==> src/rtl/mcu_pkg.sv <==
// Shared MCU definitions: decoder op encodings and default geometry of the PC/stack block.
package mcu_pkg;

    localparam int unsigned ADDR_W_DEF = 12;
    localparam int unsigned DATA_W_DEF = 16;
    localparam int unsigned DEPTH_DEF  = 16;
    localparam logic [11:0] IRQ_VEC_DEF = 12'hFF0;

    typedef enum logic [3:0] {
        OP_NOP  = 4'd0,
        OP_JMP  = 4'd1,
        OP_JC   = 4'd2,
        OP_JZ   = 4'd3,
        OP_CALL = 4'd4,
        OP_RET  = 4'd5,
        OP_PUSH = 4'd6,
        OP_POP  = 4'd7,
        OP_RETI = 4'd8,
        OP_HALT = 4'd9
    } op_e;

endpackage

==> src/rtl/lifo_mem.sv <==
// Stack storage: one synchronous write port, one combinational read port, no reset.
module lifo_mem #(
    parameter int unsigned DEPTH  = 16,
    parameter int unsigned DATA_W = 16
) (
    input  logic                     clk,
    input  logic                     wr_en,
    input  logic [$clog2(DEPTH)-1:0] wr_addr,
    input  logic [DATA_W-1:0]        wr_data,
    input  logic [$clog2(DEPTH)-1:0] rd_addr,
    output logic [DATA_W-1:0]        rd_data
);

    logic [DATA_W-1:0] mem [DEPTH];

    always_ff @(posedge clk) begin
        if (wr_en) begin
            mem[wr_addr] <= wr_data;
        end
    end

    assign rd_data = mem[rd_addr];

endmodule

==> src/rtl/pc_stack_ctrl.sv <==
// Program counter sequencing with a hardware call/data stack and a single-level interrupt.
// One op per clock; stack faults freeze the block until reset.
module pc_stack_ctrl
    import mcu_pkg::*;
#(
    parameter int unsigned       ADDR_W  = ADDR_W_DEF,
    parameter int unsigned       DATA_W  = DATA_W_DEF,
    parameter int unsigned       DEPTH   = DEPTH_DEF,
    parameter logic [ADDR_W-1:0] IRQ_VEC = ADDR_W'(IRQ_VEC_DEF)
) (
    input  logic                     clk,
    input  logic                     rst,
    input  logic [3:0]               op,
    input  logic [ADDR_W-1:0]        br_addr,
    input  logic                     c_in,
    input  logic                     z_in,
    input  logic [DATA_W-1:0]        push_data,
    input  logic                     irq,
    input  logic                     ie,
    output logic [ADDR_W-1:0]        pc,
    output logic [$clog2(DEPTH):0]   sp,
    output logic [DATA_W-1:0]        pop_data,
    output logic                     pop_valid,
    output logic                     full,
    output logic                     empty,
    output logic                     in_isr,
    output logic                     err_ovf,
    output logic                     err_udf,
    output logic                     halted
);

    localparam int unsigned AW   = $clog2(DEPTH);
    localparam int unsigned SP_W = AW + 1;

    logic [ADDR_W-1:0] pc_nxt;
    logic [ADDR_W-1:0] pc_inc;
    logic [ADDR_W-1:0] pc_tgt;
    logic [SP_W-1:0]   sp_nxt;
    logic [SP_W-1:0]   sp_inc;
    logic [SP_W-1:0]   sp_dec;
    logic [DATA_W-1:0] pop_data_nxt;
    logic              pop_valid_nxt;
    logic              in_isr_nxt;
    logic              err_ovf_nxt;
    logic              err_udf_nxt;
    logic              halted_nxt;

    logic              take_irq;
    logic              push_req;
    logic              pop_req;
    logic              pop_to_pc;
    logic              clr_isr;
    logic [DATA_W-1:0] push_val;

    logic              wr_en;
    logic [DATA_W-1:0] wr_data;
    logic [AW-1:0]     wr_addr;
    logic [AW-1:0]     rd_addr;
    logic [DATA_W-1:0] rd_data;

    assign full     = (sp == SP_W'(DEPTH));
    assign empty    = (sp == '0);
    assign pc_inc   = pc + ADDR_W'(1);
    assign sp_inc   = sp + SP_W'(1);
    assign sp_dec   = sp - SP_W'(1);
    assign wr_addr  = sp[AW-1:0];
    assign rd_addr  = sp_dec[AW-1:0];
    assign take_irq = irq & ie & ~in_isr & ~full & ~halted;

    lifo_mem #(
        .DEPTH  (DEPTH),
        .DATA_W (DATA_W)
    ) u_lifo_mem (
        .clk     (clk),
        .wr_en   (wr_en),
        .wr_addr (wr_addr),
        .wr_data (wr_data),
        .rd_addr (rd_addr),
        .rd_data (rd_data)
    );

    // Decode the op (or the interrupt that overrides it) into stack requests, then
    // resolve those against full/empty so faults leave pc and sp untouched.
    always_comb begin
        pc_nxt        = pc;
        sp_nxt        = sp;
        pop_data_nxt  = pop_data;
        pop_valid_nxt = 1'b0;
        in_isr_nxt    = in_isr;
        err_ovf_nxt   = err_ovf;
        err_udf_nxt   = err_udf;
        halted_nxt    = halted;
        push_req      = 1'b0;
        pop_req       = 1'b0;
        pop_to_pc     = 1'b0;
        clr_isr       = 1'b0;
        push_val      = '0;
        pc_tgt        = pc_inc;
        wr_en         = 1'b0;
        wr_data       = '0;

        if (!halted) begin
            if (take_irq) begin
                push_req   = 1'b1;
                push_val   = DATA_W'(pc);
                pc_tgt     = IRQ_VEC;
                in_isr_nxt = 1'b1;
            end else begin
                case (op)
                    OP_JMP:  pc_nxt = br_addr;
                    OP_JC:   pc_nxt = c_in ? br_addr : pc_inc;
                    OP_JZ:   pc_nxt = z_in ? br_addr : pc_inc;
                    OP_CALL: begin
                        push_req = 1'b1;
                        push_val = DATA_W'(pc_inc);
                        pc_tgt   = br_addr;
                    end
                    OP_RET: begin
                        pop_req   = 1'b1;
                        pop_to_pc = 1'b1;
                    end
                    OP_PUSH: begin
                        push_req = 1'b1;
                        push_val = push_data;
                    end
                    OP_POP:  pop_req = 1'b1;
                    OP_RETI: begin
                        pop_req   = 1'b1;
                        pop_to_pc = 1'b1;
                        clr_isr   = 1'b1;
                    end
                    OP_HALT: halted_nxt = 1'b1;
                    default: pc_nxt = pc_inc;
                endcase
            end

            if (push_req) begin
                if (full) begin
                    err_ovf_nxt = 1'b1;
                    halted_nxt  = 1'b1;
                end else begin
                    wr_en   = 1'b1;
                    wr_data = push_val;
                    sp_nxt  = sp_inc;
                    pc_nxt  = pc_tgt;
                end
            end

            if (pop_req) begin
                if (empty) begin
                    err_udf_nxt = 1'b1;
                    halted_nxt  = 1'b1;
                end else begin
                    sp_nxt = sp_dec;
                    if (pop_to_pc) begin
                        pc_nxt = rd_data[ADDR_W-1:0];
                    end else begin
                        pop_data_nxt  = rd_data;
                        pop_valid_nxt = 1'b1;
                        pc_nxt        = pc_inc;
                    end
                    if (clr_isr) begin
                        in_isr_nxt = 1'b0;
                    end
                end
            end
        end
    end

    always_ff @(posedge clk or posedge rst) begin
        if (rst) begin
            pc        <= '0;
            sp        <= '0;
            pop_data  <= '0;
            pop_valid <= 1'b0;
            in_isr    <= 1'b0;
            err_ovf   <= 1'b0;
            err_udf   <= 1'b0;
            halted    <= 1'b0;
        end else begin
            pc        <= pc_nxt;
            sp        <= sp_nxt;
            pop_data  <= pop_data_nxt;
            pop_valid <= pop_valid_nxt;
            in_isr    <= in_isr_nxt;
            err_ovf   <= err_ovf_nxt;
            err_udf   <= err_udf_nxt;
            halted    <= halted_nxt;
        end
    end

endmodule

==> config.mk <==
export PLATFORM = sky130hd
export DESIGN_NAME = pc_stack_ctrl
export DESIGN_NICKNAME = d
export VERILOG_FILES = /design/src/rtl/mcu_pkg.sv /design/src/rtl/lifo_mem.sv /design/src/rtl/pc_stack_ctrl.sv
export SDC_FILE = /design/constraint.sdc
export NUM_CORES = 1
export LEC_CHECK = 0
export CAP_MARGIN = 20
export CORE_ASPECT_RATIO = 0.7
export CORE_MARGIN = 2
export CORE_UTILIZATION = 42
export CTS_CLUSTER_DIAMETER = 100
export DETAILED_ROUTE_END_ITERATION = 7
export PLACE_DENSITY = 0.65
export SLEW_MARGIN = 20
export SYNTH_ARGS = -nofsm -noshare
export SYNTH_HDL_FRONTEND = slang
export SYNTH_HIERARCHICAL = 1
export SYNTH_SLANG_ARGS = --single-unit
==> constraint.sdc <==
create_clock -name clk -period 10.2 [get_ports clk]
set_clock_uncertainty 0.1 [all_clocks]
set_input_delay 2.04 -clock clk [delete_from_list [all_inputs] [get_ports clk]]
set_output_delay 2.04 -clock clk [all_outputs]
set_load 0.02 [all_outputs]
== Word level (Yosys, flattened, before mapping) ==
Memory sizes are Yosys's and may differ from the RTL's.
Index checks and enable logic that the tools add are counted.
Storage, ports and cells
  logic and storage cells: 91
  memory bits (writable): 256
  bits of input ports: 38
  memories kept: 1
  output and inout bits: 40
  flip-flop bits (word level): 38
Memory list
  u_lifo_mem.mem: depth 16, bits a word 16, rd ports 1, clocked after memory_dff 0, write ports 1, line lifo_mem.sv:14  | logic [DATA_W-1:0] mem [DEPTH];
Operators by class
  reduce and logical (&&, ||, !) cells: 8
  add/sub/neg operators: 3
  bitwise logic cells: 9
  eq/ne operators: 10
  mux-type cells: 52
Operators with widths (count)
  $mux 12: 10
  $mux 16: 4
  $pmux 12 s4: 1
  $mux 1: 32
  $pmux 16 s2: 1
  $mux 5: 4
  $eq 4x3->1 const B: 4
  $add 12x1->12 const B: 1
  $eq 4x2->1 const B: 2
  $eq 4x4->1 const B: 2
  $reduce_and 3->1: 2
  $reduce_or 6->1: 1
  $add 5x1->5 const B: 1
  $eq 5x5->1 const B: 1
  $logic_not 5->1: 1
  $not 1->1: 5
  $sub 5x1->5 const B: 1
  $and 1x1->1: 4
  $eq 4x1->1 const B: 1
  $reduce_and 4->1: 1
  $reduce_or 2->1: 2
  $reduce_or 3->1: 1

== Longest topological paths before layout ==
Gate-level depths: netlist (run 1).
  depth after elaboration: 10
  mapped depth: 13
  depth with buffers taken out: 10

== Modules after synthesis ==
Netlist (run 1), hierarchy kept.
Modules (own cells, without submodules)
  lifo_mem: instances 1, cells each 416, area an instance 9721.8 um2, sequential area each 7687.4 um2
  pc_stack_ctrl: instances 1, cells each 396, area an instance 3276.9 um2, sequential area each 950.9 um2

== Worst setup path after synthesis (run 1) ==
OpenSTA, ideal clock, no wires.
  path type: input to register
  from: input port op[0]
  to: memory u_lifo_mem.mem[0][0] (enable)
  arrival: 4800 ps
  setup time: 409 ps
  path slack: 4891 ps
  buffers on the path: 2
  cell stages on the path: 8
  required time: 9691 ps
  path through: buf_2 -> or3b_1 -> clkbuf_1 -> a21oi_4 -> nand2_1 -> inv_1 -> or3b_2 -> nor3_1
Between the ends
  word-level cells in the longest chain between the ends: 9
  elaborated cells on any way between the ends: 10
  those cells by class: 2 x eq/ne; 7 x mux; 1 x reduce/logical
RTL lines
  from (decl): line pc_stack_ctrl.sv:13  | input logic [3:0] op,
  $eq 4x3->1: line pc_stack_ctrl.sv:109  | case (op)
  $reduce_or 2->1 (no source line) *
  $mux 1 *: line pc_stack_ctrl.sv:109
  $mux 1 *: line pc_stack_ctrl.sv:103  | if (take_irq) begin
  $mux 1 *: line pc_stack_ctrl.sv:102  | if (!halted) begin
  $mux 1 *: line pc_stack_ctrl.sv:137  | if (push_req) begin
  $mux 1 *: line pc_stack_ctrl.sv:102
  via wr_en: line pc_stack_ctrl.sv:55  | logic wr_en;
  $mux 1 *: line lifo_mem.sv:17  | if (wr_en) begin
  $mux 1 (not written as such) *: line lifo_mem.sv:18  | mem[wr_addr] <= wr_data;
  to (decl): line lifo_mem.sv:14
The timed path passes the listed nets; every way through them passes the cells marked *. The select of a mux whose other input is x is not followed.

== Worst setup path after layout (run 1) ==
  from: input port op[0]
  to: memory u_lifo_mem.mem[1][2] (enable)
The elaborated chain is that of the path after synthesis.

==> results of run 1 <==
cell families after synthesis:
group | after synthesis | share of synthesized area (%)
fa+ha+maj | 4 | 0.385
xor+xnor | 9 | 0.606
compound gates | 172 | 9.34
simple gates | 176 | 6.76
buf+inv | 67 | 2.63
flops | 294 | 66.5
mux | 90 | 13.8
where the power goes:
group          leakage (nW)  total, mW  switching (mW)  internal (mW)
Clock                 0.393      0.966           0.431          0.535
Combinational          1.68      0.177           0.109         0.0676
Sequential             2.24       1.30         0.00444           1.29
Total                  4.31       2.44           0.545           1.89
sequential cells by signal (all words and copies together), names as in the netlist:
register / count
sp: 5
halted: 1
err_udf: 1
err_ovf: 1
in_isr: 1
pop_data: 16
pop_valid: 1
pc: 12
u_lifo_mem/mem: 256
Yosys cell counts, types with 4 or more instances:
cell type,number
mux4_1,10
buf_2,13
a22o_1,5
dfrtp_1,38
clkbuf_1,22
inv_1,14
buf_6,6
o22ai_1,8
edfxtp_1,256
a221oi_1,5
mux2_4,9
a21oi_1,25
o21ai_0,30
and2_1,7
buf_1,5
a31oi_1,8
mux4_2,54
nor2b_1,5
a22oi_1,43
o211ai_1,9
nand2b_1,7
xor2_1,4
nand3_1,16
nor3_1,12
a21o_1,4
nand2_1,54
mux2i_1,6
xnor2_1,5
mux2_2,11
a211oi_1,5
nor2_1,45
ha_1,4
metal layers:
| metal | global-route usage, % | share of wire [%] | vias up | routed length (um) |
|---|---|---|---|---|
| met1 | 32.7 | 43 | 4046 | 14900 |
| li1 | - | - | 3452 | - |
| met5 | 2.58 | 0.33 | - | 114 |
| met3 | 7.27 | 13 | 39 | 4400 |
| met4 | 3.51 | 1.4 | 2 | 492 |
| met2 | 29.8 | 42 | 397 | 14600 |
placed cells by master (no fill, tap or decap), types with 5 or more instances in the layout:
cell type and n:
clkinv_1 9, and2_1 7, nand2b_1 7, mux4_2 54, mux4_1 10, mux2_4 9
a22oi_1 43, clkbuf_16 27, edfxtp_1 256, mux2i_1 6, o22ai_1 8, nor2_1 29
nand3_1 16, mux2_2 11, buf_4 26, clkbuf_1 6, nor3_1 8, inv_1 11
nor2_2 16, nand2_1 54, o211ai_1 9, a211oi_1 5, a22o_1 5, o21ai_0 30
a221oi_1 5, dfrtp_1 38, nor2b_1 5, xnor2_1 5, a21oi_1 24, a31oi_1 8
clkdlybuf4s50_1 77
stage by stage:
step	cell area [um^2]	std cells	util (%)	hold slack, ns	power (mW)
floorplan	13000	812	-	0.478	1.43
global placement	14300	1276	47.2	0.354	1.50
detailed placement	14300	1276	47.2	0.357	1.49
CTS	15100	1323	49.9	0.373	2.46
global route	15100	1323	49.9	0.408	2.52
finish	15100	1323	49.9	0.373	2.44
final cells by class:
type	count	area, um^2	share of cell area (%)
clock buffer	33	698	4.63
clock inverter	14	120	0.796
inverter	16	62.6	0.415
multi-input combinational	451	4080	27.1
sequential	294	8640	57.3
tap	412	515	3.42
timing repair buffer	103	966	6.40
worst max-delay path by stage:
stage                                       end  startpoint  slack (ns)
after floorplan            u_lifo_mem/mem[0][0]       op[0]        4.89
after global placement     u_lifo_mem/mem[1][2]       op[0]        4.09
after detailed placement  u_lifo_mem/mem[2][12]       op[0]        4.00
after CTS                  u_lifo_mem/mem[3][2]       op[0]        4.56
after global routing       u_lifo_mem/mem[2][5]       op[0]        4.28
final                      u_lifo_mem/mem[1][2]       op[0]        4.43
==> results_dict.tcl, run 1 <==
set metrics [dict create \
    first_pass_iters 7 \
    whs_endpoint "err_udf" \
    start_util_pct 43.0 \
    grt_pass1_vias 7568 \
    antenna_found_initial 1 \
    port_buffers 77 \
    wl_per_cell_um 26.1 \
    holdBufCountCts 0 \
    drv_cap 0 \
    core_mm2 0.0302 \
    crit_type "primary input to register" \
    slowest_delay_ns 0.74 \
    die_h_um 151 \
    reg2reg_slack_ns 5.74 \
    endpoint_kind "register" \
    grt-ovfl-total 0 \
    synthesis.area_mm2 0.0130 \
    critPathLaunchType "primary input" \
    path_clk_slew_ns 0.07 \
    hold_start "err_udf" \
    r2r_end "u_lifo_mem/mem[1][2]" \
    hold_depth 1 \
    synth_top_area_share_pct 59.1 \
    ys_seq_area_share_pct 66.5 \
    die_x_um 214 \
    cts_setup_buffers 0 \
    drtIter0Drc 987 \
    tritoncts "yes" \
    clk_path_buf_depth 3 \
    path_delay_family "simple AND/OR/NAND/NOR gates" \
    synth.distinct_cells 72 \
    nets 934 \
    syn_avg_cell_area_um2 16.0 \
    hold_class "register to register" \
    r2r-start "sp[0]" \
    worstPathMaxFanout 18 \
    reg2reg_depth 10 \
    ys_top_cells_by_area "edfxtp_1, mux4_2, dfrtp_1, a22oi_1, mux4_1" \
    place_congestion 0.930 \
    fin_crit_sh_pct 56.6 \
    grt_usage_pct 21.4 \
    period_minus_slack_ns 5.77 \
    drc 0 \
    cp.depth 7 \
    cp_num_buf_inv 2 \
    postRouteAntennaNets 0 \
    path_cells "clkdlybuf4s50_1 -> or3b_1 -> a21oi_4 -> nand2_1 -> inv_1 -> or3b_2 -> nor2_2" \
    io_pins 78 \
    drive_above_1_share_pct 18.6 \
    finalSetupTns_ns 0 \
    fmax_ghz 0.173 \
    via_per_inst 6.00 \
    ys_ff_latch 294 \
    synth_top_area_cell "edfxtp_1" \
    worst_pin_slew_ns 1.07 \
    rsz0062_at_grt "false" \
    finalHoldViolCount 0 \
    fin_ws_ns 4.43 \
    critPathArrivalTime_ns 5.84 \
    diodes 0 \
    p_leak_nw 4.31 \
    wl_mm 34.5 \
    synth_async_sr_flop_share_pct 12.9 \
    required_ns 10.27 \
    slowest_stage "nor2_2" \
    status "finished clean" \
    slew_headroom_pct 28.6 \
    grt_max_degree 47 \
    synth_nets 854 \
    power_density_mw_per_mm2 162 \
    ys.flop_type "edfxtp_1" \
    numCtsBuffers 26 \
    clock_latency_ns 0.55 \
    via_count 7936 \
    synth_edf_count 256 \
    die_area_mm2 0.0324 \
    root_buffer "clkbuf_16" \
    grt_pass1_wl_mm 50.6 \
    dp_hpwl_mm 23.3 \
    synth_warnings 6 \
    dp_slack_ns 4.00 \
    drv_slew 0 \
    htreeDepth 1 \
    fillers 2586 \
    setup_violations 0 \
    cts_resized 0 \
    row_count 53 \
    peakVddDrop_mv 0.137 \
    cts.sinks 294 \
    syn_to_final_growth_pct 16.0 \
    netlist_instances 812 \
]
(Power assumes the default switching activity.)
==> inputs of run 2 (changes only) <==
==> constraint.sdc (replaced) <==
create_clock -name clk -period 5.6 [get_ports clk]
set_clock_uncertainty 0.1 [all_clocks]
set_input_delay 1.12 -clock clk [delete_from_list [all_inputs] [get_ports clk]]
set_output_delay 1.12 -clock clk [all_outputs]
set_load 0.02 [all_outputs]
==> run 2 against run 1 <==
Net effect:
- register-to-register slack worse by 4.4 ns
- clock-buffer cell count is 4 higher
- wire length fell by 1.9%
- total power up 85%
- global-route usage down 0.66 points
- die area stayed put
- clock power is 90% higher
- setup slack got worse by 3.3 ns
- first-iteration DRC count grew 7.5%
- combinational power is 74% higher
- via count grew 2.1%
- non-clock buffer count grew 20
- critical path type unchanged
- largest cell class unchanged
==> results_dict.tcl, run 2 (synthesis gave the netlist of run 1 again) <==
set metrics [dict create \
    status "finished clean" \
    p_leak_nw 4.48 \
    die_area_mm2 0.0324 \
    wl_per_cell_um 25.1 \
    first_pass_iters 6 \
    whs_ns 0.386 \
    row_count 53 \
    core_mm2 0.0302 \
    route.met3.wl_mm 3.56 \
    reg_top3 "u_lifo_mem/mem: 256 flops, pop_data: 16 flops, pc: 12 flops" \
    place_congestion 0.968 \
    reg2reg_depth 10 \
    antenna_found_initial 0 \
    port_buffers 77 \
    finalHoldViolCount 0 \
    wl_mm 33.9 \
    fillers 2509 \
    wl_met1_mm 15.4 \
    fin_util_pct 50.6 \
    die_h_um 151 \
    die_x_um 214 \
    postRouteAntennaNets 0 \
    hold_class "register to register" \
    largest_reg_flops 256 \
    clock_latency_ns 0.53 \
    path_cells "clkdlybuf4s50_1 -> or3b_1 -> a21oi_4 -> nand2_1 -> inv_1 -> or3b_2 -> nor2_2 -> buf_4" \
    start_util_pct 43.0 \
    drtIter0Drc 1061 \
    fin_ws_ns 1.14 \
    peakVddDrop_mv 0.216 \
    cts.sinks 294 \
    r2r-start "sp[0]" \
    dp.cells 1296 \
    grt_pass1_vias 7718 \
    hold_start "err_ovf" \
    drv_slew 0 \
    drive_above_1_share_pct 20.4 \
    nets 956 \
    slowest_stage "clkdlybuf4s50_1" \
    critPathArrivalTime_ns 4.59 \
    hold_depth 1 \
    rsz0062_at_grt "false" \
    root_buffer "clkbuf_16" \
    cts_resized 0 \
    syn_to_final_growth_pct 17.8 \
    crit_type "primary input to register" \
    via_per_inst 6.01 \
    instances_no_fill 1348 \
    slew_headroom_pct 37.7 \
    drc 0 \
    finalSetupTns_ns 0 \
    required_ns 5.73 \
    final_common_cell "edfxtp_1" \
    io_pins 78 \
    dp_slack_ns 0.708 \
    dr.max_layer_used "met4" \
    numCtsBuffers 28 \
    dp_hpwl_mm 23.2 \
    clk_path_buf_depth 3 \
    fin_crit_sh_pct 79.6 \
    via_count 8103 \
    path_clk_slew_ns 0.06 \
    period_minus_slack_ns 4.46 \
    grt-ovfl-total 0 \
    htreeDepth 1 \
    whs_endpoint "err_ovf" \
    setup_violations 0 \
    power_density_mw_per_mm2 295 \
    r2r_end "u_lifo_mem/mem[3][0]" \
    critPathLaunchType "primary input" \
    holdBufCountCts 0 \
    grt_pass1_wl_mm 50.0 \
    fmax_ghz 0.224 \
    worstPathMaxFanout 16 \
    slowest_delay_ns 0.66 \
    largest_register "u_lifo_mem/mem" \
    tritoncts "yes" \
    endpoint_kind "register" \
    drv_cap 0 \
    worst_pin_slew_ns 0.927 \
    cp_num_buf_inv 3 \
    dr_wl_met2_mm 14.4 \
    cts_setup_buffers 0 \
    diodes 0 \
    grt_max_degree 47 \
    path_delay_family "simple AND/OR/NAND/NOR gates" \
    reg2reg_slack_ns 1.35 \
    grt_usage_pct 20.8 \
    layout_common_cells "edfxtp_1, clkdlybuf4s50_1, nand2_1, mux4_2, buf_4" \
]
-- run 2: worst max path at each step --
stage	from	end	slack [ns]	cells past startpoint
final	op[3]	u_lifo_mem/mem[3][0]	1.14	8
after detailed placement	op[3]	u_lifo_mem/mem[3][12]	0.71	8
after global placement	op[3]	u_lifo_mem/mem[3][11]	0.84	8
after global routing	op[3]	u_lifo_mem/mem[3][13]	1.00	8
after CTS	sp[0]	empty	1.15	5
after floorplan	op[0]	u_lifo_mem/mem[0][0]	1.21	8
-- run 2: cell type report --
cell class              instances  area (um^2)  area share, %
repair buffers                123         1130           7.37
inverters                      16         62.6          0.409
clock buffers                  37          776           5.07
multi-input cells             451         4070           26.6
well taps                     412          515           3.37
flip-flops and latches        294         8640           56.4
clock inverters                15          124          0.809
-- run 2: report_power, final --
group	switching [mW]	internal, mW
Clock	0.782	1.06
Combinational	0.183	0.125
Sequential	0.0155	2.35
-- run 2: through the flow --
| stage | power [mW] | instance area [um^2] |
|---|---|---|
| final | 4.52 | 15300 |
| after floorplan | 2.60 | 13000 |
| after detailed placement | 2.72 | 14400 |
| after global placement | 2.72 | 14400 |
| after CTS | 4.56 | 15300 |
| after global routing | 4.67 | 15300 |
-- run 2: layer usage --
layer  vias to the layer above  GRT usage (%)
met1                      4143           32.6
met2                       425           29.2
met3                        43           5.18
li1                       3492              -
met5                         -              0
met4                         0           3.99
